### src/rtl/change_dispenser.sv
// Greedy coin dispenser: splits a change amount into 10/5/2/1 rupee coins,
// issues them to the hopper over valid/ready and keeps per-denomination inventory.
module change_dispenser #(
  parameter int unsigned CNT_W      = 8,
  parameter int unsigned INIT_COUNT = 20
) (
  input  logic             clk,
  input  logic             reset,
  input  logic             change_valid,
  input  logic [6:0]       change_amount,
  output logic             busy,
  output logic             coin_valid,
  output logic [1:0]       coin_denom,
  input  logic             coin_ready,
  output logic             done,
  output logic             short,
  output logic [6:0]       shortfall,
  input  logic             refill_valid,
  input  logic [1:0]       refill_denom,
  input  logic [CNT_W-1:0] refill_qty,
  output logic [CNT_W-1:0] inv_10,
  output logic [CNT_W-1:0] inv_5,
  output logic [CNT_W-1:0] inv_2,
  output logic [CNT_W-1:0] inv_1
);

  typedef enum logic [1:0] {IDLE, SELECT, ISSUE, FINISH} state_t;

  state_t           state;
  logic [6:0]       remaining;
  logic [CNT_W-1:0] inv      [4];
  logic [CNT_W-1:0] inv_next [4];
  logic             sel_found;
  logic [1:0]       sel_denom;
  logic             fire;
  logic [CNT_W:0]   sum;

  function automatic logic [6:0] denom_value(input logic [1:0] d);
    case (d)
      2'd0:    return 7'd1;
      2'd1:    return 7'd2;
      2'd2:    return 7'd5;
      default: return 7'd10;
    endcase
  endfunction

  assign fire   = (state == ISSUE) && coin_valid && coin_ready;
  assign inv_1  = inv[0];
  assign inv_2  = inv[1];
  assign inv_5  = inv[2];
  assign inv_10 = inv[3];

  // Ascending scan: the last qualifying code is the largest denomination.
  always_comb begin
    sel_found = 1'b0;
    sel_denom = 2'd0;
    for (int unsigned i = 0; i < 4; i++) begin
      if (inv[i] != '0 && denom_value(2'(i)) <= remaining) begin
        sel_found = 1'b1;
        sel_denom = 2'(i);
      end
    end
  end

  // Refill and handshake decrement are netted before saturating.
  always_comb begin
    sum = '0;
    for (int unsigned i = 0; i < 4; i++) begin
      sum = {1'b0, inv[i]};
      if (refill_valid && refill_denom == 2'(i))
        sum = sum + {1'b0, refill_qty};
      if (fire && coin_denom == 2'(i))
        sum = sum - (CNT_W+1)'(1);
      inv_next[i] = sum[CNT_W] ? '1 : sum[CNT_W-1:0];
    end
  end

  always_ff @(posedge clk or posedge reset) begin
    if (reset) begin
      state      <= IDLE;
      remaining  <= '0;
      busy       <= 1'b0;
      coin_valid <= 1'b0;
      coin_denom <= '0;
      done       <= 1'b0;
      short      <= 1'b0;
      shortfall  <= '0;
      for (int unsigned i = 0; i < 4; i++)
        inv[i] <= CNT_W'(INIT_COUNT);
    end else begin
      for (int unsigned i = 0; i < 4; i++)
        inv[i] <= inv_next[i];
      done <= 1'b0;
      case (state)
        IDLE: begin
          if (change_valid) begin
            remaining <= change_amount;
            busy      <= 1'b1;
            state     <= SELECT;
          end
        end
        SELECT: begin
          if (remaining == '0) begin
            short     <= 1'b0;
            shortfall <= '0;
            done      <= 1'b1;
            state     <= FINISH;
          end else if (!sel_found) begin
            short     <= 1'b1;
            shortfall <= remaining;
            done      <= 1'b1;
            state     <= FINISH;
          end else begin
            coin_denom <= sel_denom;
            coin_valid <= 1'b1;
            state      <= ISSUE;
          end
        end
        ISSUE: begin
          if (coin_ready) begin
            remaining  <= remaining - denom_value(coin_denom);
            coin_valid <= 1'b0;
            state      <= SELECT;
          end
        end
        FINISH: begin
          busy  <= 1'b0;
          state <= IDLE;
        end
        default: state <= IDLE;
      endcase
    end
  end

endmodule

### config.mk
export PLATFORM = sky130hd
export DESIGN_NAME = change_dispenser
export DESIGN_NICKNAME = d
export VERILOG_FILES = /design/src/rtl/change_dispenser.sv
export SDC_FILE = /design/constraint.sdc
export NUM_CORES = 1
export LEC_CHECK = 0
export ABC_AREA = 1
export CAP_MARGIN = 0
export CORE_UTILIZATION = 30
export DETAILED_ROUTE_END_ITERATION = 8
export GPL_TIMING_DRIVEN = 0
export SYNTH_ARGS = -nofsm -noshare
export SYNTH_HDL_FRONTEND = slang
export SYNTH_SLANG_ARGS = --single-unit
export TNS_END_PERCENT = 50
### constraint.sdc
create_clock -name clk -period 5.1 [get_ports clk]
set_input_delay 0.765 -clock clk [delete_from_list [all_inputs] [get_ports clk]]
set_output_delay 0.765 -clock clk [all_outputs]
set_load 0.01 [all_outputs]
# Word-level counts from Yosys, hierarchy flattened
# Index checks and enable logic that the tools add are counted.
# totals
elab_cells	114
output_inout_bits	45
input_bits	22
regBits	54
# op_classes
n_addsub	9
n_eq_ne	14
n_mux	43
n_lt_le_gt_ge	4
n_reduce_logical	31
bitwise_logic	1
# ops
op	n
2-to-1 mux 9 bit	8
2-to-1 mux 7 bit	6
adder 8 x 8 -> 9 bit	4
subtractor 9 x 1 -> 9 bit, second input constant	4
2-to-1 mux 8 bit	4
nonzero test 8 bit	4
2-to-1 mux 1 bit	16
logical AND 1 bit	14
one-hot mux 7 bit (2 select lines)	1
== test 2 bit, second input constant	6
one-hot mux 4 bit (3 select lines)	1
2-to-1 mux 2 bit	4
inequality test 2 bit, second input constant	4
one-hot mux 2 bit (4 select lines)	1
<= comparator 1 x 7 -> 1 bit, first input constant	1
<= comparator 2 x 7 -> 1 bit, first input constant	1
<= comparator 3 x 7 -> 1 bit, first input constant	1
<= comparator 4 x 7 -> 1 bit, first input constant	1
logical NOT 7 bit	1
subtractor 7 bit	1
== test 2 x 1 -> 1 bit, second input constant	3
logical NOT 2 bit	3
AND reduction 2 bit	3
AND reduction 3 bit	2
other kinds (5)	8

# Logic depth before layout (Yosys ltp)
# Gate-level depths: netlist of the first run.
# depth
ltp_word	9
mapped_depth	18
ltp_nobuf	18

# Least setup slack after synthesis of the first run
# OpenSTA, ideal clock, no wires.
# synth_timing
kind	input to register
start	input refill_qty[0]
end	register inv (netlist bit inv_5[7])
arrival_time_ns	2.515
cell_stages	12
t_required_ns	4.973
setup_ns	0.127
setup_slack_ns	2.459
path_buffers	0
cell_sequence	ha_1 -> inv_1 -> fa_1 -> o21ai_0 -> inv_1 -> ha_1 -> nand3_1 -> or2_1 -> nor2_4 -> nand2_1 -> nand2_2 -> nand3_1
# synth_rtl
element	line	rtl
start: declaration	20	input logic [CNT_W-1:0] refill_qty,
end signal: indexed assignment	89	inv[i] <= CNT_W'(INIT_COUNT);
end signal: indexed assignment	92	inv[i] <= inv_next[i];
end: declaration	31	logic [CNT_W-1:0] inv [4];

==> results of run 1 <==
[final timing paths]
path | slack, ns | cells past startpoint | endpoint
max reg2reg | 2.52 | 12 | inv_5[0]
min reg2reg | 0.50 | 2 | shortfall[0]
min | 0.50 | 2 | shortfall[0]
max in group asynchronous | 3.71 | 3 | inv_1[2]
min in group asynchronous | 0.78 | 2 | inv_10[0]
max | 1.75 | 12 | inv_5[0]
[metrics by stage]
step           std cells  area, sq um
2_1_floorplan        786         5070
3_3_place_gp        1072         6000
3_5_place_dp        1073         6020
4_1_cts             1081         6170
5_1_grt             1081         6170
6_report            1081         6170
[placed cells by master (no fill, tap or decap), types with 10 or more instances in the layout]
| cell type | n |
|---|---|
| nor2_1 | 54 |
| nand2_1 | 270 |
| nand4_1 | 10 |
| ha_1 | 40 |
| nand3_1 | 70 |
| clkdlybuf4s50_1 | 66 |
| inv_1 | 127 |
| o21ai_0 | 33 |
| dfrtp_1 | 46 |
| a21oi_1 | 23 |
| nand3b_1 | 11 |
[power by group through the flow]
stage	Combinational (uW)	Sequential [uW]	Clock, uW
global route	2450	870	396
global placement	2070	849	0
floorplan	1430	855	0
detailed placement	2110	848	0
CTS	2130	841	379
finish	2120	839	366
[critical path, delay by kind of cell]
family	cells	cell delay (ns)
AOI/OAI and AO/OA	1	0.17
adders and majority gates	2	0.75
buffers and inverters	3	0.98
and+or+nand+nor	6	0.86
[layout make-up]
type	instances	area [sq um]	share of cell area (%)
Buffer	5	33.8	0.547
Clock buffer	7	143	2.31
Clock inverter	1	8.76	0.142
Inverter	136	510	8.27
Multi-Input combinational cell	591	3160	51.2
Sequential cell	54	1360	22.1
Tap cell	220	275	4.46
Timing Repair Buffer	67	681	11.0
[sequential cells by signal, indices dropped and copies added, names as in the netlist]
signal and count:
busy 1, inv_1 8, short 1, state 2
done 1, shortfall 7, coin_valid 1, coin_denom 2
remaining 7, inv_10 8, inv_2 8, inv_5 8
[kinds of logic after synthesis]
kind of cell               synth area share (%)
DFF                                        26.9
AOI/OAI and AO/OA                          8.72
adders and majority gates                  11.9
and+or+nand+nor                            39.4
xor gates and xnor gates                   2.42
buffers and inverters                      10.7
[per-layer routing]
metal | vias up | wire length, um | share of wire (%) | global-route usage (%)
li1 | 2636 | - | - | -
met3 | 10 | 530 | 4.0 | 2.35
met4 | 0 | 187 | 1.4 | 4.13
met5 | - | 0 | 0 | 0
met2 | 89 | 5830 | 44 | 26.2
met1 | 2141 | 6580 | 50 | 20.8
==> impl_results.md, run 1 <==
* Outcome: completed
* RR Startpoint: inv_5[0]
* Syn Nets at 853
* Worst path max stage delay at 0.62 ns
* Antenna diodes at 0
* CTS tree: done
* Clk pwr share at 11.0%
* # hold bufs at CTS at 0
* Layout Skew at 0.00617 ns
* Slew Limit Fails at 0
* Crit Path Class: in -> reg
* Synth top area share at 22.7%
* Largest cells by area after synthesis: dfrtp_1 (23%), nand2_1 (20%), ha_1 (9.9%)
* Root buf cell: clkbuf_16
* Number of clock sinks at 54
* CTS clk-pin slew, worst paths at 0.08 ns
* Share of cells above drive strength 1 at 6.97%
* Total power at 3330 uW
* CTS Buf Count at 5
* Maximum VDD drop at 188 uV
* Ys flop type: dfrtp_1
* Worst hold start: shortfall[0]
* Post-synthesis cell area at 5070 sq um
* Max_slew headroom at 70.9%
* Overflow after GRT at 0
* Count leader, synth: nand2_1
* CP Capture Type: flip-flop
* Initial antenna violation count at 0
* Initial Util at 30.7%
* Die area at 17,400 sq um
* Wirelength per Cell at 12.1 um
* Die height at 132 um
* Nets at 927
* Worst EP arrival at 3.53 ns
* Setup Fix Bufs, Post-CTS at 0
* Syn Inst Count at 786
* Setup_tns at 0 ns
* Sw Share at 48.1%
* Post-synth EDFFs at 0
* Commonest cells post-synth: nand2_1 (270), inv_1 (128), nand3_1 (70)
* First DRT Iteration DRCs at 228
* Hold Fails Final Rpt at 0
* Internal at 1720 uW
* Setup WS pre-CTS at 1.42 ns
* Max Cap Viol at 0
* Avg Cell Area, Syn at 6.45 sq um
* Vias post-DR at 4,876
* Largest net degree at the start of global routing at 39
* Synthesis Warnings at 0
* Area growth syn-to-layout at 21.9%
* Tmin final at 3.35 ns
* P_sw at 1600 uW
* Clock Latency Late Sink at 0.30 ns
* Pre-Repair DR Iteration Count at 5
* Slowest CP cell: clkdlybuf4s50_1
* Bufs on Longest Clock Path at 2
* Asr flop ratio synth at 100%
* CP max FO at 7
* Total wire length at 13,100 um
* Post-synthesis register bit count at 54
* Combinational Power Share at 63.8%
* Most used cell, CP: inv_1
* DRC at 0
* Dpl hpwl at 10,500 um
* Port bufs at 66
* Crit path launch: refill_qty[1]
* Fillers at 1,747
* RSZ-0062 raised after global routing: no
* Worst hold-check path type: reg -> reg
* Ratio of final minimum period to clock period at 65.6%
* Worst slew pin tran at 0.437 ns
* Depth of the CTS H-tree at 2
* First-pass GRT wire length at 21,900 um
* # setup viols final at 0
* Post-synthesis sequential area ratio at 26.9%
* CP Data Required Time at 5.28 ns
* Global Route Usage Sum at 15.6%
* Fmax at 299 MHz
* Hold slack at 0.496 ns
* Final core occ at 37.4%
* Pwr per Cell Area at 539 nW/um^2
* GPL Wtd Cong at 0.810
* Vias per cell at 4.51
* Sequential share of power at 25.2%
* Yosys top cell by area: dfrtp_1
* Die X at 132 um
* DRT antenna net count at 0
* Leak pwr at 0.00320 uW
* CP Cell Sequence: clkdlybuf4s50_1, inv_1, fa_1, o21ai_0, inv_1, ha_1, nand3_1, or2_1, nor2_4, nand2_1, nand2_2, nand3b_1
* Row count at 47
* Vias in the first global route at 4,608
* Critical path launch point type: primary input
* Post-CTS sizing at 0
* Cell variety after synth at 40
* Ports at 67
* Setup ws final at 1.75 ns
* Core area at 16,500 sq um
(Power assumes the default switching activity.)
==> run 2: changes to the inputs <==
==> constraint.sdc (replaced) <==
create_clock -name clk -period 3.4 [get_ports clk]
set_input_delay 0.51 -clock clk [delete_from_list [all_inputs] [get_ports clk]]
set_output_delay 0.51 -clock clk [all_outputs]
set_load 0.01 [all_outputs]
==> results of run 2 <==
The final DEF is identical to that of run 1. Status: completed.
Main changes from that run: setup slack after placement 1.42 ns -> -0.0273 ns; setup slack after layout 1.75 ns -> 0.309 ns; register-to-register setup slack 2.52 ns -> 0.82 ns; total power 3330 uW -> 4990 uW; worst IR drop on VDD 188 uV -> 283 uV
